[config.mk]
export PLATFORM = sky130hd
export DESIGN_NAME = pq_scheduler
export DESIGN_NICKNAME = d
export VERILOG_FILES = /design/src/rtl/pq_sched_pkg.sv /design/src/rtl/pq_rr_arbiter.sv /design/src/rtl/pq_scheduler.sv
export SDC_FILE = /design/constraint.sdc
export NUM_CORES = 1
export LEC_CHECK = 0
export ABC_AREA = 1
export CAP_MARGIN = 10
export CORE_MARGIN = 1
export CORE_UTILIZATION = 46
export CTS_CLUSTER_DIAMETER = 40
export DETAILED_ROUTE_END_ITERATION = 10
export PLACE_DENSITY = 0.87
export SLEW_MARGIN = 25
export SYNTH_ARGS = -nofsm -noshare
export SYNTH_HDL_FRONTEND = slang
export SYNTH_HIERARCHICAL = 1
export SYNTH_SLANG_ARGS = --single-unit
[constraint.sdc]
create_clock -name ck -period 9.7 [get_ports ck]
set_input_delay 1.94 -clock ck [delete_from_list [all_inputs] [get_ports ck]]
set_output_delay 1.94 -clock ck [all_outputs]
set_load 0.01 [all_outputs]
[src/rtl/pq_sched_pkg.sv]
// rtl/pq_sched_pkg.sv - shared types and helpers for the priority-queue scheduler
//   Contents: state_t (INIT/RUN/FLUSH), DEFAULT_DEPTH, cnt_width() occupancy width helper.
package pq_sched_pkg;

  typedef enum logic [1:0] {
    INIT  = 2'd0,
    RUN   = 2'd1,
    FLUSH = 2'd2
  } state_t;

  localparam int DEFAULT_DEPTH = 6;

  // Bits needed to hold an occupancy from 0 to depth inclusive.
  function automatic int cnt_width(input int depth);
    return $clog2(depth + 1);
  endfunction

endpackage

[src/rtl/pq_rr_arbiter.sv]
// rtl/pq_rr_arbiter.sv - NREQ-wide round-robin arbiter
//   Ports: req   in  NREQ  request vector
//          ptr   in  IW    requester index searched first
//          en    in  1     grant permitted this cycle
//          gnt   out NREQ  one-hot grant (zero when en=0 or no request)
//          idx   out IW    index of the granted requester (0 when no grant)
module pq_rr_arbiter #(
  parameter int NREQ = 4,
  localparam int IW  = (NREQ > 1) ? $clog2(NREQ) : 1
) (
  input  logic [NREQ-1:0] req,
  input  logic [IW-1:0]   ptr,
  input  logic            en,
  output logic [NREQ-1:0] gnt,
  output logic [IW-1:0]   idx
);

  logic          found;
  logic [IW-1:0] cand;

  // Walk the requesters starting at ptr, wrapping modulo NREQ; first hit wins.
  always_comb begin
    gnt   = '0;
    idx   = '0;
    found = 1'b0;
    cand  = '0;
    for (int k = 0; k < NREQ; k++) begin
      cand = IW'((32'(ptr) + 32'(k)) % 32'(NREQ));
      if (en && !found && req[cand]) begin
        found     = 1'b1;
        gnt[cand] = 1'b1;
        idx       = cand;
      end
    end
  end

endmodule

[src/rtl/pq_scheduler.sv]
// rtl/pq_scheduler.sv - arbitrates inserts and pops onto one sorted priority queue
//   Optional build macro: PQ_SCHED_STATS_EN (adds stat_ins, stat_pop, stat_hwm).
//   Ports: ck, reset_L                       clock, async active-low reset
//          ins_req/ins_val/ins_gnt           insert requesters, flattened values, one-hot grant
//          pop_req/pop_gnt                   pop request and grant
//          pop_rsp_valid/pop_rsp_data        popped value, one cycle after the grant
//          flush_req/flush_done              discard contents, completion pulse
//          full/empty/count                  occupancy status
//          pq_newVal/pq_loadIn/pq_shiftOut/pq_clear/pq_top   queue control and top value
module pq_scheduler
  import pq_sched_pkg::*;
#(
  parameter int W          = 8,
  parameter int NREQ       = 4,
  parameter int DEPTH      = DEFAULT_DEPTH,
  parameter int STARVE_MAX = 8,
  localparam int CW        = cnt_width(DEPTH)
) (
  input  logic              ck,
  input  logic              reset_L,
  input  logic [NREQ-1:0]   ins_req,
  input  logic [NREQ*W-1:0] ins_val,
  output logic [NREQ-1:0]   ins_gnt,
  input  logic              pop_req,
  output logic              pop_gnt,
  output logic              pop_rsp_valid,
  output logic [W-1:0]      pop_rsp_data,
  input  logic              flush_req,
  output logic              flush_done,
  output logic              full,
  output logic              empty,
  output logic [CW-1:0]     count,
  output logic [W-1:0]      pq_newVal,
  output logic              pq_loadIn,
  output logic              pq_shiftOut,
  output logic              pq_clear,
  input  logic [W-1:0]      pq_top
`ifdef PQ_SCHED_STATS_EN
  ,
  output logic [15:0]       stat_ins,
  output logic [15:0]       stat_pop,
  output logic [CW-1:0]     stat_hwm
`endif
);

  localparam int IW = (NREQ > 1) ? $clog2(NREQ) : 1;
  localparam int SW = $clog2(STARVE_MAX + 1);

  state_t        state;
  logic [IW-1:0] rr_ptr;
  logic [SW-1:0] starve_cnt;

  logic          run;
  logic          ins_ok;
  logic          pop_ok;
  logic          starved;
  logic          do_ins;
  logic          do_pop;
  logic [IW-1:0] arb_idx;

  assign full    = (count == CW'(DEPTH));
  assign empty   = (count == '0);

  // Grants only in RUN and never in the cycle a flush is requested; the
  // reset_L term keeps every combinational output low while held in reset.
  assign run     = reset_L && (state == RUN) && !flush_req;
  assign ins_ok  = run && (|ins_req) && !full;
  assign pop_ok  = run && pop_req && !empty;
  assign starved = (starve_cnt >= SW'(STARVE_MAX));

  // Pop normally wins; a starved insert takes the slot.
  assign do_ins  = ins_ok && (!pop_ok || starved);
  assign do_pop  = pop_ok && !do_ins;

  pq_rr_arbiter #(.NREQ(NREQ)) u_arb (
    .req (ins_req),
    .ptr (rr_ptr),
    .en  (do_ins),
    .gnt (ins_gnt),
    .idx (arb_idx)
  );

  assign pop_gnt     = do_pop;
  assign pq_shiftOut = do_pop;
  assign pq_loadIn   = do_ins;
  assign pq_newVal   = do_ins ? ins_val[32'(arb_idx)*W +: W] : '0;
  assign pq_clear    = reset_L && ((state == INIT) || (state == FLUSH));

  always_ff @(posedge ck or negedge reset_L) begin
    if (!reset_L) begin
      state         <= INIT;
      count         <= '0;
      rr_ptr        <= '0;
      starve_cnt    <= '0;
      pop_rsp_valid <= 1'b0;
      pop_rsp_data  <= '0;
      flush_done    <= 1'b0;
    end else begin
      pop_rsp_valid <= 1'b0;
      flush_done    <= 1'b0;

      // ins_ok is zero outside RUN, so this also clears the counter there.
      if (ins_ok && !do_ins)
        starve_cnt <= starved ? starve_cnt : starve_cnt + SW'(1);
      else
        starve_cnt <= '0;

      case (state)
        INIT: state <= RUN;
        RUN: begin
          if (flush_req)
            state <= FLUSH;
          if (do_ins) begin
            count  <= count + CW'(1);
            rr_ptr <= (arb_idx == IW'(NREQ - 1)) ? '0 : arb_idx + IW'(1);
          end else if (do_pop) begin
            count         <= count - CW'(1);
            pop_rsp_data  <= pq_top;
            pop_rsp_valid <= 1'b1;
          end
        end
        FLUSH: begin
          count      <= '0;
          flush_done <= 1'b1;
          state      <= RUN;
        end
        default: state <= INIT;
      endcase
    end
  end

`ifdef PQ_SCHED_STATS_EN
  always_ff @(posedge ck or negedge reset_L) begin
    if (!reset_L) begin
      stat_ins <= '0;
      stat_pop <= '0;
      stat_hwm <= '0;
    end else if (state == FLUSH) begin
      stat_ins <= '0;
      stat_pop <= '0;
      stat_hwm <= '0;
    end else begin
      if (do_ins && stat_ins != 16'hFFFF)
        stat_ins <= stat_ins + 16'd1;
      if (do_pop && stat_pop != 16'hFFFF)
        stat_pop <= stat_pop + 16'd1;
      if (count > stat_hwm)
        stat_hwm <= count;
    end
  end
`endif

endmodule

==> results of run 1 <==
[critical path, delay by kind of cell]
kind                   cells  cell delay (ns)
and+or+nand+nor            9             1.72
buffers and inverters      6             1.46
AOI/OAI and AO/OA          2             0.30
[logic make-up (layout without fill, tap and decap cells)]
kind of cell,after synthesis,count (layout),share of synthesized area (%)
compound gates,27,27,9.37
simple gates,160,160,42.1
xor+xnor,2,2,0.972
flops,21,21,29.2
buf+inv,38,112,9.65
fa+ha+maj,12,12,8.75
[metrics by stage]
step	hold slack (ns)	total power (µW)	cell area, µm²
floorplan	0.435	362	1800
global placement	0.446	475	2580
detailed placement	0.466	485	2580
CTS	0.483	543	2630
global route	0.502	587	2630
finish	0.486	544	2630
[state kept, by name, summed over array words and instances, names as in the netlist]
name / cells
pop_rsp_valid: 1
starve_cnt: 4
count: 3
pop_rsp_data: 8
flush_done: 1
rr_ptr: 2
state: 2
[area by class of cell]
| type | instances | area (µm²) | area share [%] |
|---|---|---|---|
| clock inverters | 1 | 5.00 | 0.191 |
| flip-flops and latches | 21 | 526 | 20.0 |
| multi-input cells | 201 | 1100 | 42.0 |
| repair buffers | 78 | 776 | 29.6 |
| inverters | 30 | 115 | 4.39 |
| clock buffers | 3 | 41.3 | 1.57 |
| well taps | 48 | 60.1 | 2.29 |
[routing by layer]
metal	global-route usage (%)	part of all wire, %	wire [µm]
met5	0	0	0
met4	7.22	1.3	59
met3	2.46	2.8	131
met2	44.3	55	2590
met1	24.7	41	1910
[power by group through the flow]
stage / registers, µW / logic (µW) / clock network [µW]
floorplan: 154 / 208 / 0
global route: 155 / 372 / 61.0
detailed placement: 149 / 336 / 0
CTS: 149 / 338 / 56.7
finish: 149 / 339 / 55.6
global placement: 150 / 326 / 0
[how the worst min path moves through the flow]
stage	endpoint	slack (ns)	cells past startpoint
after floorplan	state[0]	0.44	1
after global placement	state[0]	0.45	1
after detailed placement	state[0]	0.47	1
after CTS	state[0]	0.48	1
after global routing	state[0]	0.50	1
final	state[0]	0.49	1
[cell usage in the layout (no fill, tap or decap), types with 2 or more instances in the layout]
cell type and count:
a21oi_2 9, dfrtp_1 21, nand2_2 3, o21ai_0 17
nand2_1 62, inv_1 24, clkdlybuf4s50_1 77, ha_1 11
nand4_1 6, nor2_1 44, nand3_1 29, nand3_2 4
inv_2 5, nand2_4 4, nor2_4 2, clkbuf_8 3
==> flow_metrics.py, run 1 <==
metrics = {
    "yosys": {
        "syn_area_um2": 1800,
        "synth.ff_latch_count": 21,
        "synth_cells": 260,
        "synth_cell_types": 29,
        "ys_top_cells_by_count": "nand2_1 (62), nor2_1 (44), nand3_1 (29)",
        "syn_area_per_cell_um2": 6.93,
        "synth.most_common_cell": "nand2_1",
        "syn_nets": 320,
        "synthArstFlopShare_pct": 100,
        "synth-main-ff-cell": "dfrtp_1",
        "synth-seq-area-share_pct": 29.2,
        "synth_edf_count": 0,
        "synth.area.top_cells": "dfrtp_1 (29%), nand2_1 (13%), nor2_1 (9.2%)",
        "synth_top_area_share_pct": 29.2,
        "synth_area_leader_cell": "dfrtp_1",
        "yosysWarnings": 6,
    },
    "setup_path": {
        "crit_type": "input pin to output port",
        "r2r_cells": 12,
        "start_kind": "input pin",
        "rr_startpoint": "rr_ptr[0]",
        "crit_end": "pq_newVal[1]",
        "crit_slowest_cell": "clkdlybuf4s50_1",
        "crit_path_cell_trace": "clkdlybuf4s50_1 -> inv_1 -> nand4_1 -> nor2_4 -> nand2_4 -> inv_1 -> inv_1 -> nor2_1 -> nand2_1 -> nand2_1 -> inv_1 -> nand3_1 -> nor2_1 -> nor2_1 -> o21ai_0 -> a21oi_2 -> clkdlybuf4s50_1",
        "rrSetupSlack_ns": 6.64,
        "worstPathRequired_ns": 7.76,
        "critPathCaptureType": "output port",
        "r2r_end": "rr_ptr[1]",
        "crit_top_cell": "inv_1",
        "cpPeakStageDelay_ns": 0.55,
        "worst-path-max-fanout": 19,
        "crit_start": "flush_req",
        "arrival_ns": 5.42,
    },
    "die": {
        "start_util_pct": 48.5,
        "ios": 79,
        "core_area_um2": 3720,
        "fp.dieArea_um2": 4170,
        "chipWidth_um": 64.6,
        "die_h_um": 64.6,
        "rows": 22,
    },
    "timing": {
        "tightestPinTransition_ns": 0.643,
        "rsz0062_at_grt": "no",
        "clock.fmax_ghz": 0.136,
        "finalCriticalPeriod_ns": 7.36,
        "hold_viol": 0,
        "timing.final.ws_setup_ns": 2.34,
        "skew_ns": 0.00148,
        "slew_viol_final": 0,
        "maxSlewHeadroom_pct": 57.0,
        "fin_crit_sh_pct": 75.8,
        "fin_tns_setup_ns": 0,
        "finalSetupViolations": 0,
    },
    "cts": {
        "cts_htree_levels": 1,
        "clockBufferDepth": 2,
        "clk_pin_slew_worst_paths_ns": 0.07,
        "cts_hold_buf": 0,
        "cts_tree": "yes",
        "clock_sinks": 21,
        "worstSkewPairLatency_ns": 0.25,
        "clockRootBuffer": "clkbuf_8",
        "cts_setup_buffers": 0,
        "cts_buffers": 3,
        "cts_resized": 0,
    },
    "power_and_ir_drop": {
        "vdd_ir_drop_max_uv": 163,
        "leakagePower_uw": 0.00123,
        "power_frac_comb_pct": 62.4,
        "p_sw_uw": 256,
        "power_frac_clock_pct": 10.2,
        "power_density_nw_per_um2": 207,
        "power_frac_seq_pct": 27.4,
        "p_int_uw": 288,
        "switching_share_pct": 47.1,
    },
    "placed_design": {
        "dpl.hpwl_mm": 3.69,
        "dpl_worst_slack_ns": 1.60,
        "placed_cells": 378,
        "routabilityCongestion": 0.896,
        "io_buffers": 78,
    },
    "global_routing": {
        "antenna_found_initial": 0,
        "grt_max_degree": 25,
        "grt_pass1_wl_mm": 7.60,
        "grtUsageTotal_pct": 22.5,
        "grt_pass1_vias": 1821,
        "grt_overflow": 0,
    },
    "outcome": {
        "status": "complete, no violations",
    },
    "finish": {
        "nets": 395,
        "instances_no_fill": 382,
        "n_fill_cell": 301,
        "antenna_cells": 0,
        "fin_util_pct": 70.6,
        "final_layout_size_suffix_gt1_share_pct": 10.5,
        "area_delta_synth_final_pct": 45.7,
    },
    "detailed_routing": {
        "drc": 0,
        "wire_per_inst_um": 12.3,
        "drtIter0Drc": 160,
        "drt_pass1_iterations": 4,
        "via_count": 1939,
        "vias_per_cell": 5.08,
        "wl_mm": 4.69,
        "route.antenna.remaining_nets": 0,
    },
    "flow_run": {
        "max-cap-violations": 0,
    },
    "min_path": {
        "min-delay-start": "state[1]",
        "hold_path_class": "register to register",
    },
}
(Power assumes the default switching activity.)
==> run 2, diff against run 1 <==
--- a/config.mk
+++ b/config.mk
@@ -8,10 +8,10 @@
 export ABC_AREA = 1
 export CAP_MARGIN = 10
 export CORE_MARGIN = 1
-export CORE_UTILIZATION = 46
+export CORE_UTILIZATION = 38
 export CTS_CLUSTER_DIAMETER = 40
 export DETAILED_ROUTE_END_ITERATION = 10
-export PLACE_DENSITY = 0.87
+export PLACE_DENSITY = 0.76
 export SLEW_MARGIN = 25
 export SYNTH_ARGS = -nofsm -noshare
 export SYNTH_HDL_FRONTEND = slang
==> constraint.sdc (replaced) <==
create_clock -name ck -period 6.5 [get_ports ck]
set_input_delay 1.3 -clock ck [delete_from_list [all_inputs] [get_ports ck]]
set_output_delay 1.3 -clock ck [all_outputs]
set_load 0.01 [all_outputs]
==> run 2 against run 1 <==
Setup slack got worse by 1.9 ns. Die area rose by 20%. Final area grew 0.91%. Combinational power up 46%. Total power up 47%. Largest cell class unchanged. Core utilization shrank 11 points. Sequential share of layout area is 0.18 points lower. Global-route usage shrank 4.2 points. Flip-flop and latch count stayed put. Critical path depth stayed put. Sequential power rose by 49%. Via count down 4.8%.
==> flow_metrics.py, run 2 (synthesis results as in run 1) <==
metrics = {
    "finish": {
        "final_layout_size_suffix_gt1_share_pct": 10.7,
        "antenna_cells": 0,
        "instances_no_fill": 387,
        "area_delta_synth_final_pct": 47.0,
        "top_register": "pop_rsp_data",
        "nets": 396,
        "design_area_um2": 2650,
        "final_cell_mix": "clkdlybuf4s50_1 (78), nand2_1 (62), nor2_1 (43)",
        "top_regs": "pop_rsp_data: 8 flops, starve_cnt: 4 flops, count: 3 flops",
        "largest_register_ffs": 8,
        "final_common_cell": "clkdlybuf4s50_1",
    },
    "timing": {
        "finalCriticalPeriod_ns": 6.05,
        "maxSlewHeadroom_pct": 72.9,
        "fin_tns_setup_ns": 0,
        "hold_viol": 0,
        "skew_ns": 0.00309,
        "rsz0062_at_grt": "no",
        "holdWs_ns": 0.466,
        "tightestPinTransition_ns": 0.405,
        "fin_crit_sh_pct": 93.1,
        "finalSetupViolations": 0,
        "slew_viol_final": 0,
        "clock.fmax_ghz": 0.165,
    },
    "power_and_ir_drop": {
        "vdd_ir_drop_max_uv": 212,
        "power_density_nw_per_um2": 301,
        "leakagePower_uw": 0.00124,
        "total_power_uw": 798,
    },
    "detailed_routing": {
        "drc": 0,
        "wl_mm": 4.41,
        "drtIter0Drc": 83,
        "route.antenna.remaining_nets": 0,
        "vias_per_cell": 4.77,
        "wire_per_inst_um": 11.4,
        "drt_pass1_iterations": 6,
        "via_count": 1846,
    },
    "setup_path": {
        "start_kind": "input pin",
        "crit_type": "input pin to output port",
        "arrival_ns": 4.75,
        "worstPathRequired_ns": 5.20,
        "rrSetupSlack_ns": 3.68,
        "critPathCaptureType": "output port",
        "worst-path-max-fanout": 23,
    },
    "placed_design": {
        "place_area_um2": 2600,
        "routabilityCongestion": 0.891,
        "dpl.hpwl_mm": 3.59,
        "io_buffers": 78,
        "placed_cells": 383,
    },
    "global_routing": {
        "grt_pass1_wl_mm": 7.62,
        "antenna_found_initial": 0,
        "grtUsageTotal_pct": 18.3,
        "grt_overflow": 0,
        "grt_max_degree": 24,
        "grt_pass1_vias": 1750,
    },
    "die": {
        "die_h_um": 70.9,
        "core_area_um2": 4440,
        "fp.dieArea_um2": 5020,
        "ios": 79,
        "start_util_pct": 40.5,
        "rows": 24,
        "chipWidth_um": 70.9,
    },
    "cts": {
        "clockRootBuffer": "clkbuf_8",
        "clockBufferDepth": 2,
        "worstSkewPairLatency_ns": 0.26,
        "cts_buffers": 3,
        "clk_pin_slew_worst_paths_ns": 0.07,
        "cts_tree": "yes",
        "cts_htree_levels": 1,
        "clock_sinks": 21,
    },
    "flow_run": {
        "max-cap-violations": 0,
    },
    "outcome": {
        "status": "complete, no violations",
    },
    "min_path": {
        "hold_path_class": "register to register",
    },
}
run 2: what timing repair did:
action	CTS	global route
setup buffers	0	0
resized for setup	0	2
endpoints found under the setup margin	0	8
hold buffers	0	0
run 2: final timing paths:
path	startpoint	to	cells past startpoint
setup / recovery	reset_L	pq_newVal[0]	17
hold / removal	state[1]	state[0]	1
setup reg to reg	rr_ptr[0]	rr_ptr[1]	12
hold reg to reg	state[1]	state[0]	1
max in group asynchronous	reset_L	count[0]	2
min in group asynchronous	reset_L	pop_rsp_data[6]	2
run 2: final cells by class:
type,instances,area [µm²]
clock buffers,4,45.0
fillers,416,1800
inverters,30,115
multi-input cells,201,1110
flip-flops and latches,21,526
well taps,52,65.1
repair buffers,79,788
run 2: worst max-delay path, stage by stage:
cell             delay, ns
clkdlybuf4s50_1       0.48
buf_4                 0.29
nand3_1               0.14
nor2_2                0.14
nand3_2               0.12
nand2_4               0.22
inv_1                 0.19
nand2_1               0.10
inv_1                 0.09
nand4_1               0.08
nand2_1               0.05
inv_1                 0.05
nand3_2               0.28
inv_2                 0.30
o21ai_0               0.17
a21oi_2               0.16
clkdlybuf4s50_1       0.57
run 2: layer usage:
metal / vias up / part of all wire, % / GRT usage (%)
met4: 0 / 1.8 / 4.67
met3: 9 / 2.4 / 1.14
li1: 970 / - / -
met2: 37 / 53 / 33.2
met5: - / 0 / 0
met1: 830 / 43 / 23.7
run 2: metrics by stage:
| stage | utilization [%] | worst slack, ns |
|---|---|---|
| after floorplan | - | 1.91 |
| after global placement | 58.4 | 0.335 |
| after detailed placement | 58.4 | 0.175 |
| after CTS | 59.4 | 0.157 |
| after global routing | 59.6 | 0.0492 |
| final | 59.6 | 0.452 |
run 2: power by group:
group / switching [µW] / internal [µW] / leakage (µW) / total [µW]
clock: 38.9 / 43.6 / 0.0000228 / 82.5
combinational: 280 / 215 / 0.000949 / 494
sequential: 49.3 / 173 / 0.000272 / 222
==> run 3, diff against run 2 <==
--- a/config.mk
+++ b/config.mk
@@ -7,11 +7,13 @@
 export LEC_CHECK = 0
 export ABC_AREA = 1
 export CAP_MARGIN = 10
+export CELL_PAD_IN_SITES_DETAIL_PLACEMENT = 1
+export CELL_PAD_IN_SITES_GLOBAL_PLACEMENT = 2
 export CORE_MARGIN = 1
-export CORE_UTILIZATION = 38
+export CORE_UTILIZATION = 20
 export CTS_CLUSTER_DIAMETER = 40
 export DETAILED_ROUTE_END_ITERATION = 10
-export PLACE_DENSITY = 0.76
+export PLACE_DENSITY = 0.77
 export SLEW_MARGIN = 25
 export SYNTH_ARGS = -nofsm -noshare
 export SYNTH_HDL_FRONTEND = slang
==> run 3 against run 2 <==
Core utilization is 28 points lower. Fmax up 1.3%. First-iteration DRC count shrank 37%. Largest power group unchanged. Highest routed layer is now met3.
==> flow_metrics.py, run 3 (synthesis results as in run 1) <==
metrics = {
    "die": {
        "core_area_um2": 8720,
        "chipWidth_um": 96.9,
        "start_util_pct": 20.7,
        "ios": 79,
        "fp.dieArea_um2": 9390,
        "die_h_um": 96.9,
        "rows": 34,
    },
    "setup_path": {
        "cp_top_family": "buffers and inverters",
        "critPathCaptureType": "output port",
        "crit_slowest_cell": "clkdlybuf4s50_1",
        "crit_path_cell_trace": "clkdlybuf4s50_1 -> nor2_1 -> nand2_1 -> nand2_1 -> nor2_4 -> nand2_4 -> inv_1 -> inv_1 -> nor2_2 -> nand2_1 -> nand2_1 -> nand3b_1 -> inv_1 -> nor2_1 -> o21ai_0 -> a21oi_2 -> clkdlybuf4s50_1",
        "crit_type": "input pin to output port",
        "path_buf_inv": 5,
        "worst-path-max-fanout": 13,
        "cpPeakStageDelay_ns": 0.54,
        "arrival_ns": 4.67,
        "crit_top_cell": "nand2_1",
        "worstPathRequired_ns": 5.20,
        "start_kind": "input pin",
    },
    "global_routing": {
        "grt_pass1_vias": 2039,
        "antenna_found_initial": 0,
        "grt_max_degree": 20,
        "grt.met3_usage_pct": 2.75,
        "use_met1_pct": 14.4,
        "grt_pass1_wl_mm": 9.69,
        "gr-usage-met2_pct": 22.9,
        "grtUsageTotal_pct": 12.2,
        "grt_overflow": 0,
        "gr-max-usage-layer": "met2",
    },
    "cts": {
        "cts_hold_buf": 0,
        "worstSkewPairLatency_ns": 0.26,
        "clockBufferDepth": 2,
        "cts_buffers": 3,
        "cts_resized": 0,
        "cts_setup_buffers": 0,
        "clockRootBuffer": "clkbuf_8",
        "cts_htree_levels": 1,
        "clk_pin_slew_worst_paths_ns": 0.08,
        "clock_sinks": 21,
        "cts_tree": "yes",
    },
    "timing": {
        "fin_tns_setup_ns": 0,
        "fin_crit_sh_pct": 91.8,
        "clock.fmax_ghz": 0.168,
        "maxSlewHeadroom_pct": 69.8,
        "hold_viol": 0,
        "rsz0062_at_grt": "no",
        "finalCriticalPeriod_ns": 5.97,
        "slew_viol_final": 0,
        "finalSetupViolations": 0,
        "tightestPinTransition_ns": 0.451,
        "skew_ns": 0.00405,
    },
    "detailed_routing": {
        "drt_pass1_iterations": 4,
        "route.antenna.remaining_nets": 0,
        "wl_mm": 5.61,
        "wire_per_inst_um": 12.6,
        "drtIter0Drc": 52,
        "vias_per_cell": 4.28,
        "drc": 0,
        "via_count": 1899,
    },
    "placed_design": {
        "io_buffers": 78,
        "dpl.hpwl_mm": 4.55,
        "routabilityCongestion": 0.742,
    },
    "outcome": {
        "status": "complete, no violations",
    },
    "finish": {
        "largest_register_ffs": 8,
        "final_layout_size_suffix_gt1_share_pct": 11.3,
        "top_regs": "pop_rsp_data: 8 flops, starve_cnt: 4 flops, count: 3 flops",
        "nets": 397,
        "antenna_cells": 0,
        "final_cell_mix": "clkdlybuf4s50_1 (78), nand2_1 (62), nor2_1 (43)",
        "final_common_cell": "clkdlybuf4s50_1",
        "area_delta_synth_final_pct": 51.4,
        "top_register": "pop_rsp_data",
    },
    "power_and_ir_drop": {
        "total_power_uw": 820,
        "vdd_ir_drop_max_uv": 129,
        "power_density_nw_per_um2": 300,
        "leakagePower_uw": 0.00125,
    },
    "flow_run": {
        "max-cap-violations": 0,
    },
    "min_path": {
        "hold_path_class": "register to register",
    },
}
## run 3: cell types whose count changed in the layout (fill, tap and decap cells not counted), sizes merged
cell / change
buf: +1
clkinv: +1
clkbuf: -1
## run 3: worst register-to-register path, delay by kind of cell (launching register included)
kind	cells	cell delay, ns
buf+inv	3	0.39
flops	1	0.61
simple gates	7	1.15
fa+ha+maj	2	0.72
## run 3: metrics by stage
| stage | cell area [µm²] | hold slack, ns | utilization, % | worst slack [ns] | instances |
|---|---|---|---|---|---|
| after CTS | 2720 | 0.486 | 31.2 | 0.176 | 444 |
| after detailed placement | 2670 | 0.460 | 30.7 | 0.193 | 440 |
| final | 2730 | 0.483 | 31.3 | 0.530 | 444 |
| after floorplan | 1800 | 0.435 | - | 1.91 | 260 |
| after global placement | 2670 | 0.445 | 30.7 | 0.275 | 440 |
| after global routing | 2730 | 0.522 | 31.3 | 0.109 | 444 |
## run 3: layout make-up
type / instances / area (µm²)
Clock buffer: 3 / 41.3
Clock inverter: 1 / 5.00
Fill cell: 1064 / 5990
Inverter: 30 / 115
Multi-Input combinational cell: 201 / 1110
Sequential cell: 21 / 526
Tap cell: 108 / 135
Timing Repair Buffer: 80 / 796
## run 3: final timing paths
check | to | start | depth (start not counted) | slack, ns
worst max-delay path | pq_newVal[1] | ins_req[2] | 17 | 0.53
worst min-delay path | state[0] | state[1] | 1 | 0.48
worst max register to register | rr_ptr[1] | rr_ptr[0] | 12 | 3.53
worst min register to register | state[0] | state[1] | 1 | 0.48
max in group asynchronous | rr_ptr[1] | reset_L | 2 | 4.90
min in group asynchronous | pop_rsp_data[2] | reset_L | 2 | 1.38
## run 3: metal layers
metal	share of wire, %	wire (µm)	vias up
met5	0	0	-
met4	0	0	0
met3	5.2	293	0
met2	52	2910	34
met1	43	2410	891
li1	-	-	974
## run 3: power by group
group	total, µW	internal, µW	switching [µW]
Clock	85.4	42.6	42.8
Sequential	221	172	49.0
Combinational	513	216	297
